$ cat src/rtl/load_store_unit.sv
// Load/store unit: accepts one byte/half/word request, performs read or
// read-modify-write on a word memory, and returns a single response.
module load_store_unit #(
   parameter logic [31:0] ADDR_LIMIT = 32'h0001_0000
) (
   input  logic        clk,
   input  logic        reset,
   input  logic        req_valid,
   output logic        req_ready,
   input  logic        req_write,
   input  logic [1:0]  req_size,
   input  logic        req_unsigned,
   input  logic [31:0] req_addr,
   input  logic [31:0] req_wdata,
   output logic        resp_valid,
   input  logic        resp_ready,
   output logic [31:0] resp_rdata,
   output logic        resp_err,
   output logic [31:0] mem_addr,
   output logic [31:0] mem_din,
   output logic        mem_read,
   output logic        mem_write,
   input  logic [31:0] mem_dout
);

   typedef enum logic [1:0] {IDLE, RD, WR, RESP} state_t;

   state_t      state, state_next;
   logic        write_q, unsigned_q, err_q;
   logic [1:0]  size_q;
   logic [31:0] addr_q, wdata_q, data_q;
   logic        req_err;
   logic [4:0]  shamt;
   logic [31:0] lane, load_val, lane_mask, store_word, word_addr;

   always_comb begin
      req_err = 1'b0;
      case (req_size)
         2'b01:   req_err = req_addr[0];
         2'b10:   req_err = |req_addr[1:0];
         2'b11:   req_err = 1'b1;
         default: req_err = 1'b0;
      endcase
      if (req_addr >= ADDR_LIMIT)
         req_err = 1'b1;
   end

   // Half accesses are 2-byte aligned, so the byte-offset shift also selects the half lane.
   assign shamt     = {addr_q[1:0], 3'b000};
   assign word_addr = {addr_q[31:2], 2'b00};
   assign lane      = mem_dout >> shamt;

   always_comb begin
      load_val  = mem_dout;
      lane_mask = 32'hFFFF_FFFF;
      case (size_q)
         2'b00: begin
            load_val  = unsigned_q ? {24'h0, lane[7:0]} : {{24{lane[7]}}, lane[7:0]};
            lane_mask = 32'h0000_00FF << shamt;
         end
         2'b01: begin
            load_val  = unsigned_q ? {16'h0, lane[15:0]} : {{16{lane[15]}}, lane[15:0]};
            lane_mask = 32'h0000_FFFF << shamt;
         end
         default: begin
            load_val  = mem_dout;
            lane_mask = 32'hFFFF_FFFF;
         end
      endcase
   end

   assign store_word = (size_q == 2'b10) ? wdata_q
                     : ((data_q & ~lane_mask) | ((wdata_q << shamt) & lane_mask));

   always_ff @(posedge clk or negedge reset) begin
      if (!reset) begin
         state      <= IDLE;
         write_q    <= 1'b0;
         unsigned_q <= 1'b0;
         err_q      <= 1'b0;
         size_q     <= 2'b00;
         addr_q     <= 32'h0;
         wdata_q    <= 32'h0;
         data_q     <= 32'h0;
      end else begin
         state <= state_next;
         case (state)
            IDLE: if (req_valid) begin
               write_q    <= req_write;
               size_q     <= req_size;
               unsigned_q <= req_unsigned;
               addr_q     <= req_addr;
               wdata_q    <= req_wdata;
               err_q      <= req_err;
               data_q     <= 32'h0;
            end
            // data_q holds the load result, or the old word for a partial store merge.
            RD:      data_q <= write_q ? mem_dout : load_val;
            WR:      data_q <= 32'h0;
            default: data_q <= data_q;
         endcase
      end
   end

   always_comb begin
      state_next = state;
      req_ready  = 1'b0;
      resp_valid = 1'b0;
      resp_rdata = 32'h0;
      resp_err   = 1'b0;
      mem_addr   = 32'h0;
      mem_din    = 32'h0;
      mem_read   = 1'b0;
      mem_write  = 1'b0;
      case (state)
         IDLE: begin
            req_ready = reset;
            if (req_valid) begin
               if (req_err)
                  state_next = RESP;
               else if (req_write && req_size == 2'b10)
                  state_next = WR;
               else
                  state_next = RD;
            end
         end
         RD: begin
            mem_read   = 1'b1;
            mem_addr   = word_addr;
            state_next = write_q ? WR : RESP;
         end
         WR: begin
            mem_write  = 1'b1;
            mem_addr   = word_addr;
            mem_din    = store_word;
            state_next = RESP;
         end
         RESP: begin
            resp_valid = 1'b1;
            resp_rdata = data_q;
            resp_err   = err_q;
            if (resp_ready)
               state_next = IDLE;
         end
         default: state_next = IDLE;
      endcase
   end

endmodule

$ cat config.mk
export PLATFORM = sky130hd
export DESIGN_NAME = load_store_unit
export DESIGN_NICKNAME = d
export VERILOG_FILES = /design/src/rtl/load_store_unit.sv
export SDC_FILE = /design/constraint.sdc
export NUM_CORES = 1
export LEC_CHECK = 0
export ABC_CLOCK_PERIOD_IN_PS = 3550
export CAP_MARGIN = 30
export CORE_MARGIN = 2
export CORE_UTILIZATION = 45
export CTS_CLUSTER_SIZE = 24
export DETAILED_ROUTE_END_ITERATION = 16
export PLACE_DENSITY = 0.89
export SKIP_CTS_REPAIR_TIMING = 1
export SLEW_MARGIN = 30
export SYNTH_ARGS = -nofsm -noshare
export SYNTH_HDL_FRONTEND = slang
export SYNTH_SLANG_ARGS = --single-unit
$ cat constraint.sdc
create_clock -name clk -period 3.55 [get_ports clk]
set_clock_uncertainty 0.1 [all_clocks]
set_input_delay 0.5325 -clock clk [delete_from_list [all_inputs] [get_ports clk]]
set_output_delay 0.5325 -clock clk [all_outputs]
set_load 0.02 [all_outputs]
Yosys cells after proc, flatten, opt, wreduce, memory -nomap -nowiden
Cells that the tools add are included.
Word-level totals
  flip-flop bits (word level): 103
  bits of input ports: 104
  output and inout bits: 101
  logic and storage cells: 60
Operators by class
  magnitude comparators: 1
  equality and inequality tests: 10
  shift operators: 4
  muxes and demuxes: 24
  bitwise operators: 4
  reductions and logical operators: 9
Operator list (number)
  $mux 32: 8
  $pmux 32 s2: 2
  $pmux 32 s3: 1
  $and 32x32->32: 2
  $ge 32x17->1 const B: 1
  $not 32->32: 1
  $or 32x32->32: 1
  $shl 16x5->32 const A: 1
  $shl 32x5->32: 1
  $shl 8x5->32 const A: 1
  $shr 32x5->16: 1
  $eq 2x2->1 const B: 5
  $mux 2: 4
  $pmux 2 s4: 1
  $mux 1: 7
  $eq 2x1->1 const B: 3
  $reduce_and 2->1: 3
  $logic_not 2->1: 2
  $ne 2x2->1 const B: 2
  $reduce_or 2->1: 2
  $pmux 1 s3: 1
  $reduce_bool 3->1: 1
  $logic_and 1x1->1: 1

Depth between registers and ports, before layout
  word-level depth: 7
  mapped depth: 9
  depth with buffers taken out: 6

Worst setup path after synthesis
OpenSTA, ideal clock, no wires.
  path type: register -> output
  start: reg addr_q[0]
  end: out mem_din[10]
  arrival: 1.826 ns
  required time: 2.917 ns
  setup slack: 1.092 ns
  stages on the path, launching flop included: 6
  path buffers: 1
  cells stage by stage: dfrtp_1 -> buf_6 -> or2_2 -> a21oi_4 -> mux2i_1 -> a211oi_1
On the way
  word-level cells in the longest chain between the ends: 7
  elaborated cells on any way between the ends: 10
RTL lines
  start: declaration: RTL line 31  | logic [31:0] addr_q, wdata_q, data_q;
  start signal: assignment: RTL line 92  | addr_q <= req_addr;
  $shl 16x5->32 or $shl 8x5->32 (tied branches): RTL line 63, 59
  $pmux 32 s2: RTL line 56  | case (size_q)
  $not 32->32: RTL line 73  | : ((data_q & ~lane_mask) | ((wdata_q << shamt) & lane_mask));
  $and 32x32->32: RTL line 73
  $or 32x32->32 (*): RTL line 73
  $mux 32 (*): RTL line 72  | assign store_word = (size_q == 2'b10) ? wdata_q
  $mux 32 (*): RTL line 115  | case (state)
  end: declaration: RTL line 20  | output logic [31:0] mem_din,
Every way passes the cells marked *; elsewhere a longest branch is shown, timed or not.

Worst setup path after layout
  start: reg size_q[0]
  end: out mem_din[14]
On the way
  word-level cells in the longest chain between the ends: 7
  elaborated cells on any way between the ends: 10
RTL lines
  start: declaration: RTL line 30  | logic [1:0] size_q;
  start signal: assignment: RTL line 90  | size_q <= req_size;
  $eq 2x1->1 or $logic_not 2->1 (tied branches): RTL line 56
  $pmux 32 s2: RTL line 56
  $not 32->32: RTL line 73
  $and 32x32->32: RTL line 73
  $or 32x32->32: RTL line 73
  $mux 32 (*): RTL line 72
  $mux 32 (*): RTL line 115
Marks and branches as above.

==> out/metrics.cfg <==
[outcome]
status=finished, final reports clean

[sta]
holdWs_ns=0.187
timing.final.crit_share_pct=96.4
setup_viol=0
fin_tns_setup_ns=0
drv_slew=0
fin_ws_ns=0.128
min_period_ns=3.42
rsz0062_at_grt=false
clock.fmax_mhz=292
relSlewSlack_pct=46.8
tightest_slew_ns=0.797
hold_violations=0

[synth]
ys_seq_area_share_pct=41.5
avgSynthCellArea_um2=9.75
synth_edf_count=0
syn-instance-count=637
yosys_warnings=0
netlist_area_um2=6210
ys_types=50
ys_ff_latch=103
ys.flop_type=dfrtp_1
async_reset_ff_share_pct=100

[worst_setup_path]
worstPathArrival_ns=2.79
end_kind=output pin
crit_fanout=13
required_ns=2.92
worstSetupPathType=reg -> out
start_kind=flip-flop

[global_routing]
grt_pass1_vias=5827
grt_first_pass_wirelength_um=32200
overflow=0
antenna_found_initial=1
gr-usage-all-layers_pct=28.9
grt_max_degree=54

[power]
switching_share_pct=45.4
p_per_area_nw_per_um2=996
total_power_uw=8710
p_switching_uw=3950
pwr-share-comb_pct=60.7
p_clk_share_pct=12.8
ir_worst_vdd_mv=0.622
leakagePower_uw=0.00354
internal_power_uw=4760
p_seq_share_pct=26.6

[routing]
totalWireLength_um=20700
ant_nets=0
drc=0
wl_per_cell_um=20.6
firstDrtPassIters=6
viasPerCell=5.87
vias=5889
drt_iter0_drc=619

[clocking]
cts_root_buf=clkbuf_16
clk-insertion-delay-late_ns=0.36
h-tree-depth=3
clock_sinks=103
cts_tree=done
cts_buffers=9
path_clk_slew_ns=0.07
clk_path_buf_depth=2

[hold_path]
hp-class=in -> async

[job]
cap_violations=0

[finish]
drive_gt1_share_pct=16.3
fin_util_pct=65.5
fin_nets=929
regArea_um2=2580
fill_cells=1052
final_cell_mix=201 x clkdlybuf4s50_1, 102 x dfrtp_1, 70 x mux2_2
final_common_cell=clkdlybuf4s50_1
multi_input_area_um2=3350
area_growth_pct=40.7

[floorplan]
core_area_um2=13300
start_util_pct=46.5
io_pins=205
die_x_um=121
dieArea_um2=14800
num_rows=42
die_h_um=121

[placed_design]
gp_congestion=0.943
dp_hpwl_um=15500
dp_slack_ns=0.545
port_buffers=202

## power groups by stage
stage / registers (uW) / clock network (uW) / logic, uW
floorplan: 2010 / 0 / 3410
global placement: 2280 / 0 / 5120
detailed placement: 2300 / 0 / 5200
CTS: 2290 / 1120 / 5240
global route: 2360 / 1170 / 5660
finish: 2310 / 1110 / 5280
## per-stage QoR
step,area [um2],instances
after detailed placement,8410,986
final,8740,1003
after global routing,8740,1003
after global placement,8410,986
after floorplan,6210,638
after CTS,8740,1002
## metal layers
layer	up-vias	track usage [%]	share of wire, %
li1	2650	-	-
met1	2816	35.7	38
met2	364	46.0	46
met3	59	10.2	12
met4	0	11.8	3.5
met5	-	0	0
## kinds of logic after synthesis
logic type | synth area share, %
buf+inv | 4.88
flops | 41.5
compound gates | 18.8
other cells | 0.0604
simple gates | 15.9
mux | 18.1
fa+ha+maj | 0.806
## flip-flops by register name, indices dropped and copies added, names as in the netlist
signal / cells
size_q: 2
data_q: 32
wdata_q: 32
write_q: 1
err_q: 1
state: 2
unsigned_q: 1
addr_q: 32
## worst paths after layout
path	depth (start not counted)	slack, ns	to	start
max reg2reg	8	0.91	data_q[26]$_DFFE_PN0P_	state[1]$_DFFE_PN0P_
min reg2reg	2	0.40	err_q$_DFFE_PN0P_	err_q$_DFFE_PN0P_
max	5	0.13	mem_din[14]	size_q[0]$_DFFE_PN0P_
min in group clk	2	0.40	err_q$_DFFE_PN0P_	err_q$_DFFE_PN0P_
max in group asynchronous	3	1.99	wdata_q[14]$_DFFE_PN0P_	reset
min	2	0.19	addr_q[14]$_DFFE_PN0P_	reset
## cell usage after synthesis (all sizes together), types with 4 or more instances
library cell | instances | area (um2)
nand2b | 4 | 25.0
a31oi | 17 | 106
a211oi | 8 | 60.1
nand2 | 36 | 135
nor3b | 9 | 72.6
o221ai | 13 | 114
nor2 | 39 | 149
ha | 4 | 50.1
dfrtp | 103 | 2580
buf | 28 | 155
mux2i | 31 | 310
a22oi | 16 | 120
a211o | 8 | 70.1
nor4 | 4 | 25.0
nor3 | 5 | 30.0
clkbuf | 26 | 98.8
mux2 | 70 | 788
and2 | 64 | 400
nand3 | 8 | 40.0
o21ai | 66 | 368
a2bb2oi | 8 | 70.1
a21oi | 35 | 201
inv | 13 | 48.8
## critical path, cell delays in order (launching register included)
cell and delay (ns):
dfrtp_1 0.52, or2_2 0.38, a21oi_4 0.40, mux2i_1 0.13, a211oi_1 0.33, clkdlybuf4s50_1 0.66
## final cells by class
class	instances	area share [%]
Multi-Input combinational cell	468	38.3
Sequential cell	103	29.5
Timing Repair Buffer	226	25.3
Clock buffer	9	2.58
Tap cell	176	2.52
Clock inverter	7	1.19
Inverter	13	0.558
Antenna cell	1	0.0286
No activity file was read; power rests on OpenSTA's default activity.
